===== src/rtl/stage_mo.sv =====
// -----------------------------------------------------------------------------
// stage_mo -- Memory Operation stage of the 12-bit core.
//
// Accepts one instruction per cycle from the upstream latch. It performs at most
// one data-memory access per instruction over a registered req/ack port. While
// that access is outstanding it stalls upstream. Each completed instruction is
// presented to the MO/RA latch, with done_out acting as that latch's enable.
//
// Optional feature macro: MO_TIMEOUT_EN
//   When defined, an access that waits TIMEOUT_CYCLES cycles without mem_ack is
//   aborted. It then completes with bus_err_out=1 and result_out=0.
//   When undefined, REQ waits indefinitely and bus_err_out is tied to 0.
//
// Parameters
//   TIMEOUT_CYCLES  wait-cycle limit before abort (1..15), MO_TIMEOUT_EN only
//
// Ports
//   clk, rst        clock; synchronous active-high reset
//   valid_in        upstream instruction valid (0 = bubble)
//   instr_in        instruction word
//   instr_set_in    active instruction set
//   pc_in           instruction PC
//   mem_rd_in       instruction loads from memory
//   mem_wr_in       instruction stores to memory (wins over mem_rd_in)
//   addr_in         effective address
//   data_in         store data, or pass-through result
//   stall_out       upstream must hold its inputs while 1
//   mem_req         registered memory request
//   mem_we          1 = write, 0 = read (valid with mem_req)
//   mem_addr        access address (valid with mem_req)
//   mem_wdata       write data (valid with mem_req)
//   mem_ack         single-cycle completion pulse from memory
//   mem_rdata       read data, valid with mem_ack
//   done_out        one-cycle completion pulse, enable for the MO/RA latch
//   instr_out       completed instruction
//   instr_set_out   completed instruction set
//   pc_out          completed PC
//   result_out      load data or pass-through data
//   bus_err_out     qualifies done_out: access was aborted
// -----------------------------------------------------------------------------
module stage_mo #(
  parameter int unsigned TIMEOUT_CYCLES = 15
) (
  input  logic        clk,
  input  logic        rst,
  input  logic        valid_in,
  input  logic [11:0] instr_in,
  input  logic [3:0]  instr_set_in,
  input  logic [11:0] pc_in,
  input  logic        mem_rd_in,
  input  logic        mem_wr_in,
  input  logic [11:0] addr_in,
  input  logic [11:0] data_in,
  output logic        stall_out,
  output logic        mem_req,
  output logic        mem_we,
  output logic [11:0] mem_addr,
  output logic [11:0] mem_wdata,
  input  logic        mem_ack,
  input  logic [11:0] mem_rdata,
  output logic        done_out,
  output logic [11:0] instr_out,
  output logic [3:0]  instr_set_out,
  output logic [11:0] pc_out,
  output logic [11:0] result_out,
  output logic        bus_err_out
);

  localparam logic [3:0] ISET_BASE = 4'h0;

  // Reject an out-of-range limit at elaboration. A 4-bit counter cannot
  // represent anything larger than 15.
  if (TIMEOUT_CYCLES < 1 || TIMEOUT_CYCLES > 15) begin : g_bad_timeout
    $error("stage_mo: TIMEOUT_CYCLES must be in 1..15");
  end

  typedef enum logic {
    IDLE = 1'b0,
    REQ  = 1'b1
  } state_t;

  state_t state, state_nxt;

  // Single-cycle decisions taken by the next-state logic.
  logic accept_alu;   // non-memory instruction accepted, completes next cycle
  logic accept_mem;   // memory instruction accepted, request launched
  logic ack_done;     // outstanding access acknowledged

  // Instruction identity is parked here during REQ. This keeps the output
  // registers holding the previous completion until this one finishes.
  logic [11:0] pend_instr;
  logic [3:0]  pend_set;
  logic [11:0] pend_pc;

`ifdef MO_TIMEOUT_EN
  localparam logic [3:0] TMO_LIMIT = 4'(TIMEOUT_CYCLES);
  logic [3:0] tmo_cnt;
  logic       tmo_done;   // access abandoned with a bus error
`endif

  assign stall_out = (state == REQ);

  // ---------------------------------------------------------------------------
  // Next-state logic
  // ---------------------------------------------------------------------------
  // NOTE: every always_comb output gets a default first, so no path can leave
  // one unassigned and infer a latch.
  always_comb begin
    state_nxt  = state;
    accept_alu = 1'b0;
    accept_mem = 1'b0;
    ack_done   = 1'b0;
`ifdef MO_TIMEOUT_EN
    tmo_done   = 1'b0;
`endif
    case (state)
      IDLE: begin
        if (valid_in) begin
          if (mem_rd_in || mem_wr_in) begin
            accept_mem = 1'b1;
            state_nxt  = REQ;
          end else begin
            accept_alu = 1'b1;
          end
        end
      end
      REQ: begin
        // An ack in the same cycle as the timeout takes priority.
        if (mem_ack) begin
          ack_done  = 1'b1;
          state_nxt = IDLE;
        end
`ifdef MO_TIMEOUT_EN
        else if (tmo_cnt == TMO_LIMIT) begin
          tmo_done  = 1'b1;
          state_nxt = IDLE;
        end
`endif
      end
      default: state_nxt = IDLE;
    endcase
  end

  // ---------------------------------------------------------------------------
  // State, memory port and MO/RA output registers
  // ---------------------------------------------------------------------------
  // NOTE: sequential state uses non-blocking assignments only. All registers
  // then update together from pre-edge values.
  always_ff @(posedge clk) begin
    if (rst) begin
      state         <= IDLE;
      mem_req       <= 1'b0;
      mem_we        <= 1'b0;
      mem_addr      <= 12'h000;
      mem_wdata     <= 12'h000;
      done_out      <= 1'b0;
      instr_out     <= 12'h000;
      instr_set_out <= ISET_BASE;
      pc_out        <= 12'h000;
      result_out    <= 12'h000;
`ifdef MO_TIMEOUT_EN
      bus_err_out   <= 1'b0;
`endif
    end else begin
      state    <= state_nxt;
      done_out <= 1'b0;

      if (accept_alu) begin
        instr_out     <= instr_in;
        instr_set_out <= instr_set_in;
        pc_out        <= pc_in;
        result_out    <= data_in;
        done_out      <= 1'b1;
`ifdef MO_TIMEOUT_EN
        bus_err_out   <= 1'b0;
`endif
      end

      if (accept_mem) begin
        mem_req   <= 1'b1;
        mem_we    <= mem_wr_in;
        mem_addr  <= addr_in;
        // For a store, mem_wdata doubles as the pass-through result.
        mem_wdata <= data_in;
      end

      if (ack_done) begin
        mem_req       <= 1'b0;
        done_out      <= 1'b1;
        instr_out     <= pend_instr;
        instr_set_out <= pend_set;
        pc_out        <= pend_pc;
        result_out    <= mem_we ? mem_wdata : mem_rdata;
`ifdef MO_TIMEOUT_EN
        bus_err_out   <= 1'b0;
`endif
      end

`ifdef MO_TIMEOUT_EN
      if (tmo_done) begin
        mem_req       <= 1'b0;
        done_out      <= 1'b1;
        instr_out     <= pend_instr;
        instr_set_out <= pend_set;
        pc_out        <= pend_pc;
        result_out    <= 12'h000;
        bus_err_out   <= 1'b1;
      end
`endif
    end
  end

  // NOTE: pend_* are pure datapath holding registers. They are written at
  // every memory accept before they are ever read, so they carry no reset.
  always_ff @(posedge clk) begin
    if (accept_mem) begin
      pend_instr <= instr_in;
      pend_set   <= instr_set_in;
      pend_pc    <= pc_in;
    end
  end

`ifdef MO_TIMEOUT_EN
  // The counter holds the number of unacknowledged REQ cycles seen so far.
  always_ff @(posedge clk) begin
    if (rst) begin
      tmo_cnt <= 4'd0;
    end else if (accept_mem) begin
      tmo_cnt <= 4'd0;
    end else if (state == REQ && !mem_ack && !tmo_done) begin
      tmo_cnt <= tmo_cnt + 4'd1;
    end
  end
`else
  assign bus_err_out = 1'b0;
`endif

endmodule


===== config.mk =====
export PLATFORM = sky130hd
export DESIGN_NAME = stage_mo
export DESIGN_NICKNAME = d
export VERILOG_FILES = /design/src/rtl/stage_mo.sv
export SDC_FILE = /design/constraint.sdc
export NUM_CORES = 1
export LEC_CHECK = 0
export ABC_AREA = 1
export CAP_MARGIN = 10
export CORE_MARGIN = 2
export CORE_UTILIZATION = 41
export DETAILED_ROUTE_END_ITERATION = 10
export PLACE_DENSITY = 0.76
export RECOVER_POWER = 25
export SLEW_MARGIN = 10
export SYNTH_ARGS = -nofsm -noshare
export SYNTH_HDL_FRONTEND = slang
export SYNTH_SLANG_ARGS = --single-unit

===== constraint.sdc =====
create_clock -name clk -period 1.3 [get_ports clk]
set_clock_uncertainty 0.05 [all_clocks]
set_input_delay 0.26 -clock clk [delete_from_list [all_inputs] [get_ports clk]]
set_output_delay 0.26 -clock clk [all_outputs]
set_load 0.05 [all_outputs]

==> impl_metrics.env <==
export IMPL_multiInputGateArea_sq_um=1712
export IMPL_hp_class="in2reg"
export IMPL_place_area_sq_um=6613
export IMPL_clock_latency_ns=0.35
export IMPL_synth_nets=650
export IMPL_die_y_um=104.9
export IMPL_period_minus_slack_ns=1.349
export IMPL_intPower_mw=5.750
export IMPL_power_switching_mw=2.590
export IMPL_via_per_inst=4.754
export IMPL_pwr_share_comb_pct=32.1
export IMPL_cts_hold_fix_buffers=0
export IMPL_hold_violations=0
export IMPL_cp_end_kind="flop"
export IMPL_drive_gt1_share_pct=20.81
export IMPL_cp_start_kind="flop"
export IMPL_io_buffers=137
export IMPL_grt_max_degree=41
export IMPL_pre_cts_slack_ns=-0.4305
export IMPL_n_antenna_cell=0
export IMPL_drt_antenna_violating_nets=0
export IMPL_ys_types=20
export IMPL_grt_pass1_wl_um=18230
export IMPL_violations="negative setup slack"
export IMPL_finish_instance_area_sq_um=7142
export IMPL_coreArea_sq_um=9819
export IMPL_clk_path_buf_depth=2
export IMPL_die_w_um=104.9
export IMPL_r2r_setup_slack_ns=-0.05
export IMPL_cts_buffers_inserted=9
export IMPL_leakage_nw=3.259
export IMPL_die_area_sq_um=11010
export IMPL_place_gp_congestion=0.8219
export IMPL_total_power_mw=8.340
export IMPL_mostFrequentLayoutCells="200 x nand2_1, 112 x nor2_1, 84 x buf_12, 66 x dfxtp_1, 41 x inv_1"
export IMPL_swShare_pct=31.06
export IMPL_final_util_pct=72.73
export IMPL_critPathArrivalTime_ns=1.58
export IMPL_ir_drop_mv=0.7230
export IMPL_timing_final_crit_share_pct=103.8
export IMPL_track_usage_pct=20.50
export IMPL_dp_hpwl_um=8341
export IMPL_required_ns=1.53
export IMPL_grt_pass1_vias=3868
export IMPL_cts_htree_levels=3
export IMPL_final_common_cell="nand2_1"
export IMPL_syn_avg_cell_area_sq_um=7.199
export IMPL_crit_type="reg2reg"
export IMPL_p_clk_share_pct=25.3
export IMPL_drc=0
export IMPL_antenna_found_initial=0
export IMPL_cts_tree="yes"
export IMPL_status="finished, violations left"
export IMPL_ys_warn_count=0
export IMPL_avgRoutedWirePerCell_um=14.06
export IMPL_grt_overflow_total=0
export IMPL_yosysSeqAreaShare_pct=52.74
export IMPL_num_rows=36
export IMPL_synth_area_sq_um=4175
export IMPL_syn_inst=580
export IMPL_fin_setup_tns_ns=-0.6686
export IMPL_setup_slack_ns=-0.04879
export IMPL_cts_root_buf="clkbuf_8"
export IMPL_firstDrtPassIters=4
export IMPL_rsz0062_at_grt="yes"
export IMPL_ys_seq_elements=96
export IMPL_drv_cap=0
export IMPL_nFillCells=744
export IMPL_max_freq_ghz=0.7414
export IMPL_maxSlewViolCount=0
export IMPL_area_growth_pct=71.05
export IMPL_vias=4150
export IMPL_register_area_sq_um=2207
export IMPL_cts_num_sinks=96
export IMPL_crit_path_max_fanout=9
export IMPL_powerDensity_nw_per_um2=1168
export IMPL_setup_violations_final=29
export IMPL_fin_nets=805
export IMPL_clk_pin_slew_ns=0.09
export IMPL_initial_core_util_pct=42.52
export IMPL_power_frac_seq_pct=42.6
export IMPL_wl_um=12270
export IMPL_ios=139
export IMPL_first_iter_violations=118
-- critical path: stages (launching register included) --
cell       delay (ns)
dfxtp_4          0.40
nor2_4           0.06
buf_6            0.12
a21oi_4          0.19
buf_12           0.17
clkbuf_16        0.16
nor2_1           0.04
nor2_1           0.08
-- routing by layer --
metal | part of all wire, % | track usage [%] | up-vias
met4 | 2.2 | 5.524 | 0
met3 | 7.0 | 5.115 | 25
met2 | 51 | 36.78 | 152
li1 | - | - | 2081
met1 | 40 | 24.31 | 1892
met5 | 0 | 0 | -
-- synthesized netlist by cell type, drive strengths merged --
master  number  area [sq um]
a21oi        3         18.77
buf         23         138.9
clkbuf      11         42.54
conb         1         3.750
dfxtp       68          1361
edfxtp      28         840.8
inv         46         172.7
nand2      202         763.2
nand3       40         200.2
nor2       134         513.0
o21ai       24         120.1
-- registers in the layout, summed over array words and instances (netlist names) --
register / flops
stall_out: 1
pend_set: 4
mem_we: 1
mem_wdata: 12
pend_pc: 12
result_out: 12
pc_out: 12
instr_set_out: 4
pend_instr: 12
done_out: 1
mem_req: 1
instr_out: 12
mem_addr: 12
-- timing repair --
item,in CTS,in global routing
pin swaps,1,5
buffers inserted,0,7
resized for setup,9,40
gates cloned,0,6
setup endpoints to repair,9,92
endpoints found under the hold margin,0,0
-- path summary, 6_finish.rpt --
path                              endpoint                startpoint  cells past startpoint
setup / recovery    pc_out[7]$_SDFFE_PP0P_      stall_out$_SDFF_PP0_                      7
hold / removal        stall_out$_SDFF_PP0_                  valid_in                      3
hold reg to reg   mem_addr[6]$_SDFFE_PP0P_  mem_addr[6]$_SDFFE_PP0P_                      2
setup reg to reg    pc_out[7]$_SDFFE_PP0P_      stall_out$_SDFF_PP0_                      7
-- logic make-up (layout without fill, tap and decap cells) --
group | count (synthesis) | after routing | share of synthesized area (%)
and+or+nand+nor | 376 | 376 | 35.36
DFF | 96 | 96 | 52.74
buffers and inverters | 80 | 240 | 8.480
AOI/OAI and AO/OA | 27 | 27 | 3.327
other | 1 | 1 | 0.08981
-- stage by stage --
step	instances	hold WS (ns)
2_1_floorplan	580	0.2717
3_3_place_gp	844	0.4602
3_5_place_dp	844	0.4678
4_1_cts	860	0.4319
5_1_grt	873	0.1846
6_report	873	0.1675
-- cell type report --
type                       instances  share of cell area, %
tap                              133                  2.330
timing repair buffer             178                  37.19
multi-input combinational        404                  23.97
sequential                        96                  30.90
inverter                          46                  2.523
clock buffer                      14                  2.593
clock inverter                     2                 0.4905
-- power groups by stage --
| stage | combinational (mW) | clock [mW] | sequential, mW |
|---|---|---|---|
| 3_5_place_dp | 2.52 | 0 | 3.62 |
| 2_1_floorplan | 0.659 | 0 | 4.14 |
| 6_report | 2.68 | 2.11 | 3.55 |
| 5_1_grt | 2.84 | 2.22 | 3.58 |
| 3_3_place_gp | 2.48 | 0 | 3.60 |
| 4_1_cts | 2.54 | 2.13 | 3.55 |
Power figures use the tool's default switching activity.
